## src/rtl/cmac_job_sequencer.sv

```systemverilog
// cmac_job_sequencer
// Job-level controller wrapped around the AES_CMAC core and its shared 128-bit
// message BRAM. The host hands over (base, bit length) jobs. Each job is range
// checked, the core is put through a reset/run cycle, the core's zero-based
// BRAM addresses are offset by the job base, and the captured tag is returned.
// This lets several messages share one BRAM image and be tagged back-to-back.
//
// Ports:
//   clk, reset                  clock, asynchronous active-high reset
//   job_valid/job_ready         host job handshake (ready only while idle)
//   job_base, job_len           first BRAM word and message length in bits
//   core_reset, core_len        drive the AES_CMAC reset and len inputs
//   core_messAddra/cmacAddra    zero-based read addresses from the core
//   core_cmacDone, core_tag     core completion level and tag
//   ram_messAddra/cmacAddra     relocated BRAM addresses (base + core address)
//   tag_valid/tag_ready         result handshake
//   tag_out, tag_base, err      result tag, owning job base, reject/timeout flag
//   busy                        high whenever a job is in flight
module cmac_job_sequencer #(
    parameter int ADDR_W     = 9,
    parameter int DEPTH      = 512,
    parameter int RST_CYCLES = 4,
    parameter int TIMEOUT    = 1_000_000
) (
    input  logic              clk,
    input  logic              reset,
    input  logic              job_valid,
    output logic              job_ready,
    input  logic [ADDR_W-1:0] job_base,
    input  logic [31:0]       job_len,
    output logic              core_reset,
    output logic [31:0]       core_len,
    input  logic [ADDR_W-1:0] core_messAddra,
    input  logic [ADDR_W-1:0] core_cmacAddra,
    input  logic              core_cmacDone,
    input  logic [127:0]      core_tag,
    output logic [ADDR_W-1:0] ram_messAddra,
    output logic [ADDR_W-1:0] ram_cmacAddra,
    output logic              tag_valid,
    input  logic              tag_ready,
    output logic [127:0]      tag_out,
    output logic [ADDR_W-1:0] tag_base,
    output logic              err,
    output logic              busy
);

    typedef enum logic [2:0] {
        S_IDLE,
        S_CHECK,
        S_CORE_RST,
        S_RUN,
        S_RESP
    } state_t;

    // One counter serves both the core reset hold and the run timeout, so it
    // must be wide enough for the larger of the two limits.
    localparam int CNT_MAX = (TIMEOUT > RST_CYCLES) ? TIMEOUT : RST_CYCLES;
    localparam int CNT_W   = $clog2(CNT_MAX + 1);
    localparam int SPAN_W  = ADDR_W + 33;
    localparam logic [SPAN_W-1:0] DEPTH_EXT = SPAN_W'(DEPTH);

    state_t              state;
    state_t              state_next;
    logic [CNT_W-1:0]    cnt;
    logic [ADDR_W-1:0]   base_q;
    logic [31:0]         len_q;
    logic [127:0]        tag_q;
    logic                err_q;
    logic [32:0]         words;
    logic [SPAN_W-1:0]   span;
    logic                check_fail;
    logic                rst_done;
    logic                timed_out;

    // The word count is formed in 33 bits so a length close to 2**32 cannot
    // wrap to a small count, and the end-of-message address is compared at
    // full width so an oversized job is rejected rather than wrapping around.
    assign words      = ({1'b0, len_q} + 33'd127) >> 7;
    assign span       = {33'd0, base_q} + {{ADDR_W{1'b0}}, words};
    assign check_fail = (len_q == 32'd0) || (span > DEPTH_EXT);
    assign rst_done   = (cnt == CNT_W'(RST_CYCLES - 1));
    assign timed_out  = (cnt == CNT_W'(TIMEOUT));

    // State register; reset drops straight back to idle, which also raises
    // core_reset immediately because that output decodes from the state.
    always_ff @(posedge clk or posedge reset) begin
        if (reset) begin
            state <= S_IDLE;
        end else begin
            state <= state_next;
        end
    end

    // Next-state logic. In RUN the timeout test comes first so that a done
    // arriving on the very cycle the limit is hit still reports a timeout.
    always_comb begin
        state_next = state;
        case (state)
            S_IDLE:     if (job_valid) state_next = S_CHECK;
            S_CHECK:    state_next = check_fail ? S_RESP : S_CORE_RST;
            S_CORE_RST: if (rst_done) state_next = S_RUN;
            S_RUN:      if (timed_out || core_cmacDone) state_next = S_RESP;
            S_RESP:     if (tag_ready) state_next = S_IDLE;
            default:    state_next = S_IDLE;
        endcase
    end

    // Moore outputs. The core is held in reset in every state except RUN,
    // which is why a stale done level outside RUN has no effect.
    always_comb begin
        job_ready  = 1'b0;
        busy       = 1'b1;
        core_reset = 1'b1;
        tag_valid  = 1'b0;
        case (state)
            S_IDLE: begin
                job_ready = 1'b1;
                busy      = 1'b0;
            end
            S_RUN:   core_reset = 1'b0;
            S_RESP:  tag_valid  = 1'b1;
            default: ;
        endcase
    end

    // Cycle counter: counts the cycles spent in CORE_RST or RUN and restarts
    // from zero on every state change, so RUN always begins with a count of 0.
    always_ff @(posedge clk or posedge reset) begin
        if (reset) begin
            cnt <= '0;
        end else if ((state == S_CORE_RST || state == S_RUN) && (state_next == state)) begin
            cnt <= cnt + 1'b1;
        end else begin
            cnt <= '0;
        end
    end

    // Job and result registers. The job is latched on acceptance; the result
    // is written only when leaving CHECK with an error or when leaving RUN,
    // so it stays frozen for the whole response handshake.
    always_ff @(posedge clk or posedge reset) begin
        if (reset) begin
            base_q <= '0;
            len_q  <= '0;
            tag_q  <= '0;
            err_q  <= 1'b0;
        end else begin
            case (state)
                S_IDLE: begin
                    if (job_valid) begin
                        base_q <= job_base;
                        len_q  <= job_len;
                    end
                end
                S_CHECK: begin
                    if (check_fail) begin
                        tag_q <= '0;
                        err_q <= 1'b1;
                    end
                end
                S_RUN: begin
                    if (timed_out) begin
                        tag_q <= '0;
                        err_q <= 1'b1;
                    end else if (core_cmacDone) begin
                        tag_q <= core_tag;
                        err_q <= 1'b0;
                    end
                end
                default: ;
            endcase
        end
    end

    // Relocation is a plain modular add; accepted jobs never wrap thanks to
    // the range check.
    assign ram_messAddra = base_q + core_messAddra;
    assign ram_cmacAddra = base_q + core_cmacAddra;
    assign core_len      = len_q;
    assign tag_out       = tag_q;
    assign tag_base      = base_q;
    assign err           = err_q;

endmodule

```

## config.mk

```make
export PLATFORM = sky130hd
export DESIGN_NAME = cmac_job_sequencer
export DESIGN_NICKNAME = d
export VERILOG_FILES = /design/src/rtl/cmac_job_sequencer.sv
export SDC_FILE = /design/constraint.sdc
export NUM_CORES = 1
export LEC_CHECK = 0
export ABC_AREA = 0
export BUFFER_PORTS_ARGS = -buffer_cell sky130_fd_sc_hd__buf_4
export CAP_MARGIN = 20
export CORE_MARGIN = 4
export CORE_UTILIZATION = 40
export CTS_CLUSTER_DIAMETER = 40
export DETAILED_ROUTE_END_ITERATION = 16
export GPL_TIMING_DRIVEN = 0
export PLACE_DENSITY_LB_ADDON = 0.2
export REMOVE_ABC_BUFFERS = 1
export SYNTH_ARGS = -nofsm -noshare
export SYNTH_HDL_FRONTEND = slang
export SYNTH_SLANG_ARGS = --single-unit
export TNS_END_PERCENT = 1
```

## constraint.sdc

```tcl
create_clock -name clk -period 5.8 [get_ports clk]
set_input_delay 0.58 -clock clk [delete_from_list [all_inputs] [get_ports clk]]
set_output_delay 0.58 -clock clk [all_outputs]
set_load 0.02 [all_outputs]
```

==> impl_metrics.json <==
{
  "grt_pass1_wl_um": 64000,
  "area_growth_pct": 33.7,
  "clock_skew_ns": 0.0193,
  "synth_edf_count": 0,
  "worst_pin_slew_ns": 0.917,
  "cts_hold_buf": 0,
  "first_pass_iters": 5,
  "grt_pass1_vias": 11800,
  "die_area_sq_mm": 0.0338,
  "dpl-instance-area_sq_mm": 0.0159,
  "required_ns": 6.16,
  "overflow": 0,
  "hold_ws_ns": 0.180,
  "synthTopCellsByArea": "dfrtp_1 (39%), a211oi_1 (10%), a211oi_2 (9.1%), nor3b_1 (7.9%), a21oi_1 (6.3%)",
  "power.total_mw": 6.49,
  "cap_violations": 0,
  "period_share": 0.906,
  "setup_tns_ns": 0,
  "slew_headroom": 0.389,
  "cts_max_path_buffers": 2,
  "syn-instance-count": 1259,
  "slew_viol_final": 0,
  "syn_area_per_cell_sq_um": 9.83,
  "htree_levels": 4,
  "clk_latency_ns": 0.45,
  "viasPerCell": 5.83,
  "antenna_found_initial": 3,
  "final_nets": 1810,
  "async_flop_share": 1.00,
  "gr-usage-all-layers": 0.232,
  "vdd_drop_max_v": 0.000236,
  "detail-route-antenna-nets": 0,
  "synth_top_cell_by_area": "dfrtp_1",
  "gp_congestion": 0.865,
  "grt_max_degree": 122,
  "cts-buffers-inserted": 17,
  "rrSetupSlack_ns": 0.55,
  "routed_wl_um": 40300,
  "finalSetupViolations": 0,
  "startpoint_type": "register",
  "yosysTopAreaCellShare": 0.390,
  "num_rows": 64,
  "layout-drive-gt1-share": 0.379,
  "reg2reg_from": "core_len[5]",
  "arrival_ns": 5.61,
  "drc": 0,
  "p_leak_nw": 7.19,
  "cts_tree": "built",
  "fmax_ghz": 0.190,
  "synthFlopType": "dfrtp_1",
  "fp.dieH_um": 184,
  "drt_iter0_drc": 749,
  "rr_worst_depth": 20,
  "path_class": "reg -> reg",
  "status": "finished, final reports clean",
  "cp_max_fo": 13,
  "syn_area_sq_mm": 0.0124,
  "cts-root-buf": "clkbuf_16",
  "ios": 384,
  "dp_hpwl_um": 28800,
  "ys_types": 59,
  "hold_violations": 0,
  "rr_endpoint": "tag_out[79]",
  "core_sq_mm": 0.0306,
  "start_util": 0.405,
  "post_drt_wl_per_cell_um": 20.1,
  "clkTransAtPathRegs_ns": 0.08,
  "fillers": 2731,
  "finish.utilization": 0.541,
  "vias": 11700,
  "fin_crit_ns": 5.25,
  "min_path_type": "in -> async",
  "cts_sinks": 193,
  "die_w_um": 184,
  "p_per_area_mw_per_mm2": 392,
  "multi_input_comb_area_sq_mm": 0.00701,
  "cp-end-kind": "register",
  "final_area_sq_mm": 0.0165,
  "ys_seq_area_frac": 0.390,
  "final-seq-area_sq_mm": 0.00483,
  "portBuffers": 383,
  "rsz0062_at_grt": "false",
  "yosys_warnings": 0,
  "synth-seq-cells": 193
}
==> critical path, stage by stage, from the launching register on <==
cell and delay [ns]:
dfrtp_1 0.52, nor4_4 0.12, a21boi_4 0.30, nand4_1 0.18, nor2_1 0.20, nand2_1 0.09
xnor2_1 0.13, ha_1 0.43, nand4_1 0.12, a21oi_1 0.29, nor3_1 0.15, o21bai_1 0.33
nor3_2 0.40, a31oi_1 0.15, nor3_2 0.65, buf_6 0.26, buf_6 0.19, buf_6 0.18
buf_6 0.18, nor3b_1 0.07, a211oi_2 0.20
==> synth_stat cells (7+ instances only) <==
cell type / instances
buf_2: 15
o21bai_1: 8
nor2_1: 47
nand2_1: 35
a211oi_2: 90
clkbuf_1: 90
nor4_1: 13
o21ai_0: 16
dfrtp_1: 193
buf_6: 10
a211oi_1: 167
ha_1: 27
nand3_1: 26
inv_1: 25
a21oi_1: 155
a21o_1: 7
xnor2_1: 35
nand4_1: 13
mux2_2: 37
xor2_1: 19
nor3_1: 16
nor3b_1: 131
==> registers in the layout (all words and copies together), names as in the netlist <==
signal    cells
cnt          20
tag_base      9
state         3
tag_out     128
core_len     32
err           1
==> cells in the final DEF, fill, tap and decap left out, types with 26 or more instances in the layout <==
master	netlist	final
buf_4	1	386
ha_1	27	27
a211oi_2	90	90
nand3_1	26	26
a21oi_1	155	154
nor2_1	47	46
nor3b_1	131	130
mux2_2	37	37
dfrtp_1	193	193
xnor2_1	35	35
nand2_1	35	35
a211oi_1	167	167
==> logic make-up (layout without fill, tap and decap cells) <==
group	count (synthesis)	in the layout	share of synthesized area
AOI/OAI and AO/OA	472	472	0.290
xor gates and xnor gates	54	54	0.0382
buffers and inverters	142	483	0.0509
adders and majority gates	30	30	0.0321
DFF	193	193	0.390
and+or+nand+nor	326	326	0.161
other	0	3	0
muxes	42	42	0.0381
==> timing repair <==
item,CTS,global route
endpoints found under the hold margin,0,0
endpoints found under the setup margin,105,102
pin swaps,0,1
buffers inserted,0,1
gates resized for setup,2,5
==> worst max path at each step <==
stage           startpoint      endpoint
3_3_place_gp        cnt[0]   tag_out[39]
4_1_cts        core_len[5]  tag_out[120]
3_5_place_dp   core_len[5]   tag_out[79]
5_1_grt        core_len[5]   tag_out[89]
2_1_floorplan     state[0]    tag_out[0]
6_report       core_len[5]   tag_out[79]
==> routing by layer <==
layer	wire [um]	global-route usage	up-vias
met4	981	0.0775	0
met3	3230	0.0681	58
met1	16700	0.300	5743
li1	-	-	5475
met5	0	0	-
met2	19300	0.375	385
==> layout make-up <==
| class | count | area share |
|---|---|---|
| clock buffer | 18 | 0.0265 |
| multi-input combinational | 924 | 0.424 |
| antenna | 3 | 0.000454 |
| inverter | 25 | 0.00612 |
| sequential | 193 | 0.292 |
| tap | 396 | 0.0299 |
| clock inverter | 13 | 0.00711 |
| timing repair buffer | 427 | 0.214 |
==> stage by stage <==
step           std cells  setup WS [ns]
2_1_floorplan       1142         -10.82
5_1_grt             1999          0.132
3_3_place_gp        1921         -18.45
6_report            1999          0.546
3_5_place_dp        1964         -0.357
4_1_cts             1995         0.0383
==> report_power, final <==
part	internal [mW]	switching, mW	total (mW)	leakage (nW)
Combinational	1.52	1.97	3.48	4.31
Sequential	1.50	0.326	1.82	2.60
Clock	0.579	0.603	1.18	0.279
Power figures use the tool's default switching activity.
